<file path="config.mk">
export PLATFORM = sky130hd
export DESIGN_NAME = axi_write_burst
export DESIGN_NICKNAME = d
export VERILOG_FILES = /design/src/rtl/axi_write_burst.sv
export SDC_FILE = /design/constraint.sdc
export NUM_CORES = 1
export LEC_CHECK = 0
export ABC_AREA = 1
export BUFFER_PORTS_ARGS = -buffer_cell sky130_fd_sc_hd__buf_2
export CELL_PAD_IN_SITES_DETAIL_PLACEMENT = 1
export CELL_PAD_IN_SITES_GLOBAL_PLACEMENT = 1
export CORE_UTILIZATION = 28
export DETAILED_ROUTE_END_ITERATION = 7
export GPL_TIMING_DRIVEN = 0
export HOLD_SLACK_MARGIN = 0.1
export PLACE_DENSITY_LB_ADDON = 0.1
export SLEW_MARGIN = 20
export SYNTH_ARGS = -nofsm -noshare
export SYNTH_HDL_FRONTEND = slang
export SYNTH_SLANG_ARGS = --single-unit
</file>
<file path="constraint.sdc">
create_clock -name m_axi_aclk -period 1.47 [get_ports m_axi_aclk]
set_input_delay 0.441 -clock m_axi_aclk [delete_from_list [all_inputs] [get_ports m_axi_aclk]]
set_output_delay 0.441 -clock m_axi_aclk [all_outputs]
set_load 0.05 [all_outputs]
</file>
<file path="src/rtl/axi_write_burst.sv">
// axi_write_burst
// ---------------------------------------------------------------------------
// AXI4 write master that takes an AXI-Stream input and writes it to memory as
// fixed-length INCR bursts. Successive bursts walk through a circular address
// region [WR_START_ADDR, WR_END_ADDR) in ADDR_STEP increments. Each burst
// completed with an OKAY response pulses o_wr_done for one cycle.
//
// Handshake semantics (all channels): a transfer happens on a rising clock
// edge where valid and ready are both high. A valid driven by this block is
// never withdrawn, and its payload never changes, until the matching ready.
// On the W channel, wvalid and wdata come straight from the stream, so their
// stability follows the stream source.
//
// Ports:
//   m_axi_aclk, m_axi_aresetn      clock, asynchronous active-low reset
//   S_WR_t*                        AXI-Stream slave (tdata/tvalid/tlast/tready)
//   o_wr_done                      one-cycle pulse per OKAY burst
//   o_bresp_err, o_tlast_err       sticky error flags
//   o_burst_cnt                    completed bursts, errored ones included
//   m_axi_aw*, m_axi_w*, m_axi_b*  AXI4 write address / data / response
//   dbg_state_o                    current FSM state, for observation
// ---------------------------------------------------------------------------
module axi_write_burst #(
  parameter int                         AW_FLIP_BYTE  = 0,
  parameter int                         AW_ADDR_WIDTH = 32,
  parameter int                         AW_DATA_WIDTH = 64,
  parameter int                         AW_LEN        = 16,
  parameter logic [AW_ADDR_WIDTH-1:0]   WR_START_ADDR = 'h0000_0000,
  parameter logic [AW_ADDR_WIDTH-1:0]   WR_END_ADDR   = 'h0001_0000,
  parameter int                         ADDR_STEP     = 4096
) (
  input  logic                         m_axi_aclk,
  input  logic                         m_axi_aresetn,
  // stream input
  input  logic [AW_DATA_WIDTH-1:0]     S_WR_tdata,
  input  logic                         S_WR_tvalid,
  input  logic                         S_WR_tlast,
  output logic                         S_WR_tready,
  // status
  output logic                         o_wr_done,
  output logic                         o_bresp_err,
  output logic                         o_tlast_err,
  output logic [31:0]                  o_burst_cnt,
  // AXI write address
  output logic                         m_axi_awid,
  output logic [AW_ADDR_WIDTH-1:0]     m_axi_awaddr,
  output logic [7:0]                   m_axi_awlen,
  output logic [2:0]                   m_axi_awsize,
  output logic [1:0]                   m_axi_awburst,
  output logic                         m_axi_awlock,
  output logic [3:0]                   m_axi_awcache,
  output logic [2:0]                   m_axi_awprot,
  output logic [3:0]                   m_axi_awqos,
  output logic                         m_axi_awvalid,
  input  logic                         m_axi_awready,
  // AXI write data
  output logic [AW_DATA_WIDTH-1:0]     m_axi_wdata,
  output logic [AW_DATA_WIDTH/8-1:0]   m_axi_wstrb,
  output logic                         m_axi_wlast,
  output logic                         m_axi_wvalid,
  input  logic                         m_axi_wready,
  // AXI write response
  input  logic                         m_axi_bid,
  input  logic [1:0]                   m_axi_bresp,
  input  logic                         m_axi_bvalid,
  output logic                         m_axi_bready,
  // debug
  output logic [2:0]                   dbg_state_o
);

  localparam int NB = AW_DATA_WIDTH / 8;

  localparam logic [8:0]               LAST_BEAT = 9'(AW_LEN - 1);
  localparam logic [AW_ADDR_WIDTH-1:0] STEP      = AW_ADDR_WIDTH'(ADDR_STEP);
  // Once the address reaches this point the next burst would leave the region.
  localparam logic [AW_ADDR_WIDTH-1:0] WRAP_AT   = WR_END_ADDR - STEP;

  localparam logic [2:0] S_IDLE    = 3'd0;
  localparam logic [2:0] S_WR_ADDR = 3'd1;
  localparam logic [2:0] S_WR_DATA = 3'd2;
  localparam logic [2:0] S_WR_RESP = 3'd3;
  localparam logic [2:0] S_WR_DONE = 3'd4;

  logic [2:0]               state_q,     state_d;
  logic [AW_ADDR_WIDTH-1:0] addr_q,      addr_d;
  logic                     awvalid_q,   awvalid_d;
  logic [8:0]               beat_cnt_q,  beat_cnt_d;
  logic [31:0]              burst_cnt_q, burst_cnt_d;
  logic                     bresp_err_q, bresp_err_d;
  logic                     tlast_err_q, tlast_err_d;
  logic                     resp_ok_q,   resp_ok_d;

  logic                     in_data;
  logic                     w_fire;
  logic [AW_DATA_WIDTH-1:0] wdata_mux;

  // The B channel ID is not needed with a single outstanding transaction.
  logic unused_bid;
  assign unused_bid = m_axi_bid;

  // Constant AW attributes.
  assign m_axi_awid    = 1'b0;
  assign m_axi_awlen   = 8'(AW_LEN - 1);
  assign m_axi_awsize  = 3'($clog2(NB));
  assign m_axi_awburst = 2'b01;
  assign m_axi_awlock  = 1'b0;
  assign m_axi_awcache = 4'd3;
  assign m_axi_awprot  = 3'd0;
  assign m_axi_awqos   = 4'd0;
  assign m_axi_wstrb   = '1;

  // The address register feeds AWADDR directly; it only changes in WR_DONE,
  // so it is stable for the whole time awvalid is high.
  assign m_axi_awaddr  = addr_q;
  assign m_axi_awvalid = awvalid_q;

  // The W channel is a combinational pass-through of the stream while in
  // WR_DATA; outside it the stream is stalled.
  assign in_data      = (state_q == S_WR_DATA);
  assign m_axi_wvalid = in_data & S_WR_tvalid;
  assign S_WR_tready  = in_data & m_axi_wready;
  assign m_axi_wlast  = in_data & (beat_cnt_q == LAST_BEAT);
  assign w_fire       = in_data & S_WR_tvalid & m_axi_wready;
  assign m_axi_wdata  = wdata_mux;

  assign m_axi_bready = (state_q == S_WR_RESP);
  assign o_wr_done    = (state_q == S_WR_DONE) & resp_ok_q;
  assign o_bresp_err  = bresp_err_q;
  assign o_tlast_err  = tlast_err_q;
  assign o_burst_cnt  = burst_cnt_q;
  assign dbg_state_o  = state_q;

  // Optional byte reversal: byte 0 of the stream lands in byte NB-1 of WDATA.
  always_comb begin
    wdata_mux = S_WR_tdata;
    if (AW_FLIP_BYTE != 0) begin
      for (int b = 0; b < NB; b++) begin
        wdata_mux[b*8 +: 8] = S_WR_tdata[(NB-1-b)*8 +: 8];
      end
    end
  end

  always_comb begin
    state_d     = state_q;
    addr_d      = addr_q;
    awvalid_d   = awvalid_q;
    beat_cnt_d  = beat_cnt_q;
    burst_cnt_d = burst_cnt_q;
    bresp_err_d = bresp_err_q;
    tlast_err_d = tlast_err_q;
    resp_ok_d   = resp_ok_q;
    case (state_q)
      S_IDLE: begin
        if (S_WR_tvalid) begin
          awvalid_d = 1'b1;
          state_d   = S_WR_ADDR;
        end
      end
      S_WR_ADDR: begin
        if (awvalid_q && m_axi_awready) begin
          awvalid_d = 1'b0;
          state_d   = S_WR_DATA;
        end
      end
      S_WR_DATA: begin
        if (w_fire) begin
          // tlast is only cross-checked; the beat counter alone frames bursts.
          if (S_WR_tlast != m_axi_wlast) tlast_err_d = 1'b1;
          if (m_axi_wlast) begin
            beat_cnt_d = 9'd0;
            state_d    = S_WR_RESP;
          end else begin
            beat_cnt_d = beat_cnt_q + 9'd1;
          end
        end
      end
      S_WR_RESP: begin
        if (m_axi_bvalid) begin
          resp_ok_d = (m_axi_bresp == 2'b00);
          if (m_axi_bresp != 2'b00) bresp_err_d = 1'b1;
          state_d = S_WR_DONE;
        end
      end
      S_WR_DONE: begin
        burst_cnt_d = burst_cnt_q + 32'd1;
        addr_d      = (addr_q >= WRAP_AT) ? WR_START_ADDR : addr_q + STEP;
        state_d     = S_IDLE;
      end
      default: state_d = S_IDLE;
    endcase
  end

  always_ff @(posedge m_axi_aclk or negedge m_axi_aresetn) begin
    if (!m_axi_aresetn) begin
      state_q     <= S_IDLE;
      addr_q      <= WR_START_ADDR;
      awvalid_q   <= 1'b0;
      beat_cnt_q  <= 9'd0;
      burst_cnt_q <= 32'd0;
      bresp_err_q <= 1'b0;
      tlast_err_q <= 1'b0;
      resp_ok_q   <= 1'b0;
    end else begin
      state_q     <= state_d;
      addr_q      <= addr_d;
      awvalid_q   <= awvalid_d;
      beat_cnt_q  <= beat_cnt_d;
      burst_cnt_q <= burst_cnt_d;
      bresp_err_q <= bresp_err_d;
      tlast_err_q <= tlast_err_d;
      resp_ok_q   <= resp_ok_d;
    end
  end

endmodule

</file>
==> results of run 1 <==
-- routing by layer --
metal / vias up / track usage (%)
met4: 0 / 4.20
met1: 1919 / 17.0
met2: 107 / 28.5
met3: 12 / 3.14
met5: - / 0
li1: 1972 / -
-- power groups by stage --
stage	Combinational [W]	Clock, W	Sequential, W
after floorplan	0.00153	0	0.00279
after global placement	0.00243	0	0.00234
after detailed placement	0.00249	0	0.00235
after CTS	0.00309	0.00218	0.00229
after global routing	0.00355	0.00226	0.00234
final	0.00336	0.00211	0.00231
-- path summary, 6_finish.rpt --
path | from | end | cells after the start
worst max-delay path | beat_cnt_q[1] | m_axi_wlast | 6
worst min-delay path | m_axi_bvalid | dbg_state_o[2] | 3
worst max register to register | dbg_state_o[2] | beat_cnt_q[5] | 7
worst min register to register | o_bresp_err | o_bresp_err | 1
max in group asynchronous | m_axi_aresetn | o_burst_cnt[20] | 3
min in group asynchronous | m_axi_aresetn | m_axi_awaddr[14] | 2
-- cells by family after synthesis --
group | count (synthesis) | share of synthesized area [%]
AO/OA/AOI/OAI | 14 | 1.79
XOR/XNOR | 25 | 4.97
adder cells (fa/ha/maj) | 3 | 0.852
buffers and inverters | 170 | 24.1
flip-flops | 68 | 38.6
other | 2 | 0.171
AND/OR/NAND/NOR | 264 | 29.5
-- worst register-to-register path: cells and delay by family (launching register included) --
family / cells / cell delay [ns]
XOR/XNOR: 1 / 0.16
AND/OR/NAND/NOR: 4 / 0.56
flip-flops: 1 / 0.45
buffers and inverters: 2 / 0.31
-- what timing repair did --
| item | in CTS | in global routing |
|---|---|---|
| hold endpoints to repair | 21 | 0 |
| cloned | 0 | 0 |
| gates resized for setup | 75 | 65 |
| pin swaps | 18 | 18 |
| hold buffers | 1 | 0 |
| endpoints found under the setup margin | 43 | 66 |
| setup buffers | 26 | 14 |
-- sequential cells by signal (all words and copies together), names as in the netlist --
signal         count
beat_cnt_q         9
o_bresp_err        1
o_burst_cnt       32
o_tlast_err        1
m_axi_awvalid      1
dbg_state_o        3
resp_ok_q          1
m_axi_awaddr      20
-- placed cells by master, fill, tap and decap left out, types with 3 or more instances in the layout --
cell type  count
a21oi_1        3
conb_1        46
buf_12         3
nand4_1        5
nor2_4        24
xnor2_1        7
nand2_8        3
nand3_4        5
buf_4        161
nand3_1       15
nand3b_1       6
nand2_4        5
nor2_1        56
buf_2         95
buf_8          6
clkbuf_16      9
buf_6         12
clkbuf_4      10
nand3_2        5
nand2_2       13
xor2_1        15
nand2_1      107
clkinv_2       5
o21ai_0        3
dfrtp_2       28
inv_1         50
dfrtp_1       40
nor2_2        10
-- layout make-up --
cell class,instances,area share (%)
well taps,211,3.92
clock inverters,6,0.818
multi-input cells,352,31.5
flip-flops and latches,68,25.8
inverters,57,3.59
clock buffers,10,3.40
repair buffers,176,18.1
plain buffers,113,12.9
-- through the flow --
stage / util [%] / hold WS [ns]
2_1_floorplan: - / 0.145
3_3_place_gp: 36.8 / 0.457
3_5_place_dp: 37.0 / 0.365
4_1_cts: 41.9 / 0.376
5_1_grt: 44.1 / 0.414
6_report: 44.1 / 0.385
==> results.ini, run 1 <==
[cts]
clk_latency_ns = 0.33
htree_levels = 3
clk_pin_slew_ns = 0.06
clk_path_buf_depth = 2
clkSinkCount = 68
cts_tree = built
cts_buffers = 9
root_buffer = clkbuf_16

[placement]
dpl_cell_area_sq_um = 5650
globalplace.congestion = 0.795
io_buffers = 135
dp_hpwl_microns = 9180
post-place-ws_ns = -0.545
dp_cells = 937

[routing]
wl_met1_microns = 4830
via_per_inst = 4.04
postRouteAntennaNets = 0
dr_wl_met3_microns = 564
drt-initial-drc-count = 59
via_count = 4010
firstDrtPassIters = 4
top_layer_used = met4
wl_microns = 12600
wire_per_inst_microns = 12.7
met2_length_microns = 7080
drcViolationCount = 0

[layout]
final_cells = 993
design_area_sq_um = 6730
layout-drive-gt1-share_pct = 53.3
final_nets = 854
synthToLayoutAreaGrowth_pct = 52.7
register_area_sq_um = 1740
antenna_cells = 0
multi_input_area_sq_um = 2120
nFillCells = 1851

[sta]
finalHoldViolCount = 0
fin_worst_skew_ns = 0.00444
fin_crit_sh_pct = 127
slew_viol_final = 0
fin_tns_setup_ns = -3.07
min_period_ns = 1.87
timing.fmax_mhz = 534
rsz0062_at_grt = true
setup_violations = 25
setup_ws_ns = -0.401

[pwr]
powerDensity_nw_per_um2 = 1160
combPwrFrac_pct = 43.2
intPower_w = 0.00460
power.leakage_nw = 3.54
total_power_w = 0.00779
p_clk_share_pct = 27.1
p_switching_w = 0.00318
vdd_drop_max_mv = 0.451
p_seq_share_pct = 29.7
p_sw_share_pct = 40.9

[synth]
yosys.area.top_type = dfrtp_1
async_flop_share_pct = 100
yosys_register_bits = 68
seq_area_frac_synth_pct = 38.6
avgSynthCellArea_sq_um = 8.07
yosysTopAreaCellShare_pct = 38.6
yosys-top-cells-count = nand2_1 (116), buf_4 (110), nor2_1 (72)
synthFlopType = dfrtp_1
synth_most_common_cell = nand2_1
yosys_warnings = 0
synth_edf_count = 0
syn_inst = 546
synth_cell_types = 36
synth_area_leaders = dfrtp_1 (39%), buf_4 (19%), nand2_1 (9.9%), nor2_1 (6.1%), inv_1 (4.7%)
synth_area_sq_um = 4400

[worst_setup_path]
critical_path_required_ns = 1.03
cp-end-kind = output pin
r2r_slack_ns = -0.12
worstPathArrival_ns = 1.43
crit_slowest_cell = dfrtp_1
slowest_delay_ns = 0.40
path_buf_inv = 2
worstSetupPathType = reg2out
start_kind = flip-flop
cp_max_fo = 2
crit_chain = ha_4 > nand3_4 > nor2_4 > nand2_4 > clkinvlp_4 > buf_8
crit_family = flip-flops

[floorplan]
dieWidth_microns = 127
rows = 45
die-area_sq_um = 16200
boundaryPins = 247
start_util_pct = 28.9
core_area_sq_um = 15300
die_height_microns = 127

[global_route]
grt_pass1_wl_microns = 19300
antenna_found_initial = 0
grt_max_degree = 48
grt_pass1_vias = 3941
gr-total-overflow = 0
grt_usage_pct = 15.1

[status]
outcome = finished, violations left
violations = negative setup slack

[job]
max-cap-violations = 0

[hold_path]
hp-class = in2reg

(Power assumes the default switching activity.)
==> run 2: changes to the inputs <==
- BUFFER_PORTS_ARGS: -buffer_cell sky130_fd_sc_hd__buf_2 -> default
- CORE_UTILIZATION: 28 -> 30
- DONT_BUFFER_PORTS: default -> 1
==> results.ini, run 2 (synthesis results as in run 1) <==
[status]
outcome = finished, violations left
violations = negative hold slack, negative setup slack

[sta]
setup_violations = 70
fin_tns_setup_ns = -19.49
min_period_ns = 2.05
setup_ws_ns = -0.584
slew_viol_final = 0
fin_worst_skew_ns = 0.00548
rsz0062_at_grt = true
timing.fmax_mhz = 487
finalHoldViolCount = 68
fin_crit_sh_pct = 140
fin_hold_ws_ns = -0.211

[worst_setup_path]
path_buf_inv = 1
worstSetupPathType = reg2out
path_common_cell = nor2_4
crit_slowest_cell = dfrtp_4
start_kind = flip-flop
cp-end-kind = output pin
worstPathArrival_ns = 1.61
slowest_delay_ns = 0.60
crit_chain = nor2_4 > nand2_8 > buf_8 > nor2_4
crit_family = flip-flops
cp_max_fo = 8
critical_path_required_ns = 1.03

[cts]
clk_path_buf_depth = 2
cts_tree = built
htree_levels = 3
cts_buffers = 9
clk_latency_ns = 0.34
clk_pin_slew_ns = 0.06
clkSinkCount = 68
root_buffer = clkbuf_16

[global_route]
grt_usage_pct = 14.8
grt_pass1_wl_microns = 17100
grt_max_degree = 69
grt_pass1_vias = 3413
gr-total-overflow = 0
antenna_found_initial = 0

[pwr]
vdd_drop_max_mv = 0.705
p_sw_share_pct = 40.0
p_seq_share_pct = 38.8
intPower_w = 0.00449
total_power_w = 0.00748
p_switching_w = 0.00300
combPwrFrac_pct = 26.9
powerDensity_nw_per_um2 = 1260
p_clk_share_pct = 34.3
power.leakage_nw = 2.87

[layout]
layout_common_cells = buf_4 (122), nand2_1 (90), nor2_1 (52), inv_1 (50), conb_1 (46)
design_area_sq_um = 5920
antenna_cells = 0
layout_commonest_cell = buf_4
register_area_sq_um = 1790
final_nets = 704
nFillCells = 1667
largest_reg_flops = 32
synthToLayoutAreaGrowth_pct = 34.5
layout-drive-gt1-share_pct = 49.8
multi_input_area_sq_um = 2160

[routing]
via_per_inst = 4.23
postRouteAntennaNets = 0
firstDrtPassIters = 4
wire_per_inst_microns = 13.6
wl_microns = 11000
wl_met1_microns = 4230
dr_wl_met3_microns = 793
met2_length_microns = 5870
via_count = 3431
drcViolationCount = 0
top_layer_used = met4
drt-initial-drc-count = 49

[placement]
dp_hpwl_microns = 8220
globalplace.congestion = 0.757
dpl_cell_area_sq_um = 4900
io_buffers = 0

[hold_path]
hp-class = in2async

[floorplan]
boundaryPins = 247
dieWidth_microns = 123
start_util_pct = 31.2
rows = 43
die_height_microns = 123
die-area_sq_um = 15200
core_area_sq_um = 14100

[job]
max-cap-violations = 0

-- run 2: cell count changes in the layout (fill, tap and decap cells not counted), moves of 4 or more --
cell and delta:
clkinv_2 -5, nor2_1 -4, nand2_4 +4, nand2_2 +14
buf_2 -95, buf_4 -39, dfrtp_4 +9, clkbuf_4 -10
dfrtp_2 +17, dfrtp_1 -26, nand2_1 -17
-- run 2: final cells by class --
type / count / share of cell area [%]
Tap cell: 180 / 3.80
Clock inverter: 7 / 2.09
Sequential cell: 68 / 30.2
Multi-Input combinational cell: 352 / 36.4
Clock buffer: 9 / 3.80
Buffer: 113 / 14.7
Inverter: 57 / 3.99
Timing Repair Buffer: 26 / 4.94
-- run 2: what timing repair did --
item / in CTS / in global routing
endpoints found under the setup margin: 83 / 77
resized for setup: 85 / 58
setup buffers: 15 / 9
pin swaps: 16 / 18
cloned: 0 / 2
endpoints found under the hold margin: 68 / 68
-- run 2: routing by layer --
layer  up-vias  global-route usage, %
met2       111                   25.9
met4         0                   4.89
met3         8                   4.98
met5         -                      0
li1       1674                      -
met1      1638                   16.7
-- run 2: through the flow --
step | utilization, % | instances | setup WS [ns]
global route | 42.0 | 812 | -0.624
global placement | 34.8 | 770 | -0.453
detailed placement | 34.8 | 770 | -0.427
floorplan | - | 590 | -0.249
finish | 42.0 | 812 | -0.584
CTS | 39.8 | 801 | -0.607
-- run 2: path summary, 6_finish.rpt --
| path | start | to | slack [ns] | cells past startpoint |
|---|---|---|---|---|
| max | dbg_state_o[1] | o_wr_done | -0.58 | 4 |
| min in group m_axi_aclk | S_WR_tlast | o_tlast_err | 0.35 | 4 |
| max in group asynchronous | m_axi_aresetn | o_burst_cnt[11] | 1.53 | 0 |
| max reg2reg | dbg_state_o[1] | o_burst_cnt[22] | -0.39 | 10 |
| min | m_axi_aresetn | m_axi_awvalid | -0.21 | 0 |
| min reg2reg | beat_cnt_q[7] | beat_cnt_q[7] | 0.52 | 1 |
-- run 2: power groups by stage --
| stage | clock network (W) | logic, W | registers, W |
|---|---|---|---|
| after floorplan | 0 | 0.00153 | 0.00279 |
| after global placement | 0 | 0.00165 | 0.00287 |
| after detailed placement | 0 | 0.00168 | 0.00288 |
| after CTS | 0.00265 | 0.00186 | 0.00291 |
| after global routing | 0.00272 | 0.00219 | 0.00294 |
| final | 0.00257 | 0.00201 | 0.00290 |
